## config.mk

```make
export PLATFORM = sky130hd
export DESIGN_NAME = fifo_write_arbiter
export DESIGN_NICKNAME = d
export VERILOG_FILES = /design/src/rtl/fifo_write_arbiter.sv
export SDC_FILE = /design/constraint.sdc
export NUM_CORES = 1
export LEC_CHECK = 0
export ABC_AREA = 1
export BUFFER_PORTS_ARGS = -buffer_cell sky130_fd_sc_hd__buf_2
export CAP_MARGIN = 20
export CORE_MARGIN = 1.5
export CORE_UTILIZATION = 45
export CTS_CLUSTER_DIAMETER = 80
export CTS_CLUSTER_SIZE = 10
export DETAILED_ROUTE_END_ITERATION = 10
export GPL_ROUTABILITY_DRIVEN = 0
export MAX_ROUTING_LAYER = met4
export PLACE_DENSITY = 0.76
export SYNTH_ARGS = -nofsm -noshare
export SYNTH_HDL_FRONTEND = slang
export SYNTH_SLANG_ARGS = --single-unit
```

## constraint.sdc

```tcl
create_clock -name clk -period 2 [get_ports clk]
set_input_delay 0.3 -clock clk [delete_from_list [all_inputs] [get_ports clk]]
set_output_delay 0.3 -clock clk [all_outputs]
set_load 0.01 [all_outputs]
```

## src/rtl/fifo_write_arbiter.sv

```systemverilog
// Round-robin arbiter writing one of N_CH channel requests as {id, data} into a shared FIFO.
// Optional stall counter enabled by defining ARB_STALL_CNT_EN; default build ties STALL_CNT to 0.
module fifo_write_arbiter #(
  parameter  int N_CH  = 4,
  parameter  int WIDTH = 8,
  localparam int CH_W  = $clog2(N_CH),
  localparam int FW    = WIDTH + CH_W
) (
  input  logic                    clk,
  input  logic                    rst_n,
  input  logic [N_CH-1:0]         req_i,
  input  logic [N_CH*WIDTH-1:0]   data_in_i,
  input  logic                    fifo_full_i,
  input  logic                    cnt_clr_i,
  output logic [N_CH-1:0]         grant_o,
  output logic [FW-1:0]           fifo_din_o,
  output logic                    fifo_we_o,
  output logic [15:0]             stall_cnt_o
);

  typedef enum logic {IDLE, WRITE} state_t;

  state_t            state_q;
  logic [CH_W-1:0]   ptr_q;
  logic [CH_W-1:0]   win_q;
  logic [CH_W-1:0]   win_d;
  logic [CH_W-1:0]   idx;
  logic              found;
  logic [N_CH-1:0]   grant_q;
  logic [FW-1:0]     din_q;
  logic              we_q;

  // Scan ptr, ptr+1, ... ; N_CH is a power of two so the index wraps naturally.
  always_comb begin
    win_d = ptr_q;
    found = 1'b0;
    idx   = '0;
    for (int i = 0; i < N_CH; i++) begin
      idx = ptr_q + CH_W'(i);
      if (!found && req_i[idx]) begin
        found = 1'b1;
        win_d = idx;
      end
    end
  end

  always_ff @(posedge clk or negedge rst_n) begin
    if (!rst_n) begin
      state_q <= IDLE;
      ptr_q   <= '0;
      win_q   <= '0;
      grant_q <= '0;
      din_q   <= '0;
      we_q    <= 1'b0;
    end else begin
      case (state_q)
        IDLE: begin
          if (found && !fifo_full_i) begin
            state_q <= WRITE;
            win_q   <= win_d;
            we_q    <= 1'b1;
            grant_q <= {{(N_CH-1){1'b0}}, 1'b1} << win_d;
            din_q   <= {win_d, data_in_i[win_d*WIDTH +: WIDTH]};
          end
        end
        WRITE: begin
          state_q <= IDLE;
          we_q    <= 1'b0;
          grant_q <= '0;
          ptr_q   <= win_q + CH_W'(1);
        end
        default: state_q <= IDLE;
      endcase
    end
  end

  assign grant_o    = grant_q;
  assign fifo_din_o = din_q;
  assign fifo_we_o  = we_q;

`ifdef ARB_STALL_CNT_EN
  logic [15:0] stall_q;

  // Clear has priority over counting; count saturates rather than wrapping.
  always_ff @(posedge clk or negedge rst_n) begin
    if (!rst_n) begin
      stall_q <= '0;
    end else if (cnt_clr_i) begin
      stall_q <= '0;
    end else if (state_q == IDLE && (|req_i) && fifo_full_i && stall_q != 16'hFFFF) begin
      stall_q <= stall_q + 16'd1;
    end
  end

  assign stall_cnt_o = stall_q;
`else
  logic unused_cnt_clr;
  assign unused_cnt_clr = cnt_clr_i;
  assign stall_cnt_o    = '0;
`endif

endmodule

```

==> qor.txt <==
CTS root buf: clkbuf_4
top-count cell post-synth: nand2_1
syn avg cell area: 6.450 sq um
Worst Skew: 0.0006815 ns
ANT cells: 0
chip height: 62.98 microns
Min Hold Slack: 0.4084 ns
GRT Overall Usage: 19.60%
Layout area overhead: 39.72%
via count: 1,820
Die Wd: 62.98 microns
Pwr Total: 4.381 mW
DP Cell Count: 346
ranking of synthesized cells by area: nand2_1 29%, dfrtp_1 28%, nand3_1 14%
# rows: 21
worst-path maximum fanout: 8
Final Hold Fails: 0
Initial Utilization: 47.77%
grt met1 use: 23.98%
Yosys cell types: 21
Post-synth ARST share: 100.0%
synthesized instance count: 251
Placeable Area: 3390 sq um
fin nets: 364
power per cell area: 1937 nW/um^2
pre-CTS WS: 0.02044 ns
EDFF count, synth: 0
CP Depth: 14
antenna violations before repair: 0
largest net degree at the start of global routing: 19
register area share after synthesis: 27.82%
CP required: 2.20 ns
worst vdd ir: 0.9766 mV
Leak: 1.305 nW
Final min period: 1.980 ns
Critical Path Source: ptr_q[1]
Max Slew Vio Count: 0
final WL: 4.497 mm
Buf+Inv Stages, Crit Path: 2
gr ovfl total: 0
worst min path class: in -> reg
Syn Std Cell Area: 1619 sq um
grt met3 use: 3.423%
commonest register cell after synthesis: dfrtp_1
WL/cell: 12.19 microns
# IOs: 71
final worst path period share: 99.01%
HPWL Detailed: 2.732 mm
Post-DRT Antenna Nets: 0
drt pass-1 iters: 4
cts bufs inserted: 3
setup TNS: 0 ns
dominant cell type by area after synthesis: nand2_1
layout cell share with drive strength beyond 1: 39.63%
CTS Buffer Depth: 2
Worst path slowest cell: dfrtp_2
# H-tree levels: 1
Setup CP Type: reg -> reg
DRC violations left: 0
Hold Crit Depth: 7
grt peak-use layer: met2
RSZ-0062 raised after global routing: yes
Commonest cells post-synth: 125 x nand2_1, 45 x nand3_1, 18 x dfrtp_1
crit-path cells: inv_4 -> nand2_1 -> nand2_4 -> nand2_4 -> nand2_4 -> nor2_4 -> buf_12 -> nand4_4 -> nand3_2 -> nand2_1 -> nand2_1 -> nand2_1 -> nand2_1 -> nand2_1
critical path arrival: 2.18 ns
Reg clk slew, reported paths: 0.10 ns
latest clock arrival within the worst-skew pair: 0.29 ns
critical hold path startpoint: data_in_i[31]
vias in the first global route: 1,522
die footprint: 3966 sq um
first-pass GRT wire length: 6.223 mm
Yosys Warn Count: 0
met2 global-route usage: 34.18%
final setup fails: 0
CP max stage delay: 0.48 ns
Startpoint Class: flip-flop
final worst slack: 0.01973 ns
max-cap viol count: 0
DR vias/cell: 4.932
Port Buffers: 53
clk sinks: 18
outcome: finished clean
cell family with most CP delay: simple AND/OR/NAND/NOR gates
reg2reg path depth: 14
top achievable clock speed: 0.5050 GHz
final std cells w/o fill: 369
R2R Path Start: ptr_q[1]
Seq cells post-synth: 18
most frequent CP cell: nand2_1
top-area cell type share of the netlist area: 28.98%
CTS tree: done
1st-iter DRT viols: 86
Worst Setup End Kind: flip-flop
==> flip-flops by register name (all words and copies together), names as in the netlist <==
register    count
fifo_din_o      8
fifo_we_o       1
grant_o         4
ptr_q           2
state_q         1
win_q           2
==> worst paths after layout <==
kind	end	slack, ns
min in group asynchronous	fifo_we_o	0.45
setup reg to reg	fifo_din_o[2]	0.02
max in group asynchronous	ptr_q[1]	1.25
setup / recovery	fifo_din_o[2]	0.02
hold reg to reg	fifo_we_o	0.48
hold / removal	fifo_din_o[7]	0.41
==> logic make-up after synthesis <==
logic type / share of synthesized area, %
buffers and inverters: 15.46
and+or+nand+nor: 53.71
DFF: 27.82
AOI/OAI and AO/OA: 2.241
other: 0.2316
xor gates and xnor gates: 0.5411
==> per-layer routing <==
layer,up-vias,wire [microns]
li1,919,-
met1,828,1922
met2,66,2273
met3,7,260
met4,0,41
met5,-,0
==> tightest hold or removal path, cell delays in order <==
cell,delay [ns]
buf_2,0.07
nand3_1,0.07
nand2_1,0.06
nand2_1,0.04
nand2_1,0.05
nand2_1,0.04
nand2_1,0.04
==> cells in the final DEF (no fill, tap or decap), types with 2 or more instances in the layout <==
cell,count
buf_4,16
inv_4,3
inv_1,6
dfrtp_1,16
o21ai_1,3
buf_12,2
o21ai_0,2
inv_2,3
nand2_2,11
nand2_8,2
nand3_2,10
nand2_4,12
nand2_1,113
nand4_4,6
dfrtp_2,2
nand3_1,36
clkbuf_4,3
buf_2,53
conb_1,16
==> timing repair <==
item	CTS	global route
hold endpoints to repair	18	0
buffers inserted	0	12
endpoints found under the setup margin	0	14
gates resized for setup	0	42
hold buffers	1	0
==> through the flow <==
stage                     util, %  instance area [sq um]
final                       66.74                   2262
after global routing        66.74                   2262
after CTS                   55.78                   1891
after detailed placement    54.41                   1844
after global placement      54.41                   1844
after floorplan                 -                   1675
==> report_power, final <==
group | switching, mW | total, mW | internal [mW] | leakage (nW)
clock network | 0.109 | 0.220 | 0.111 | 0.0210
registers | 0.131 | 0.659 | 0.528 | 0.226
logic | 2.21 | 3.50 | 1.30 | 1.06
total | 2.45 | 4.38 | 1.94 | 1.31
==> cell type report <==
class                           count  area (sq um)
Tap cell                           46         57.56
Sequential cell                    18         452.9
Inverter                           13         56.30
Timing Repair Buffer               73         460.4
Fill cell                         334          1127
Clock buffer                        4         36.28
Multi-Input combinational cell    215          1199
(Power assumes the default switching activity.)
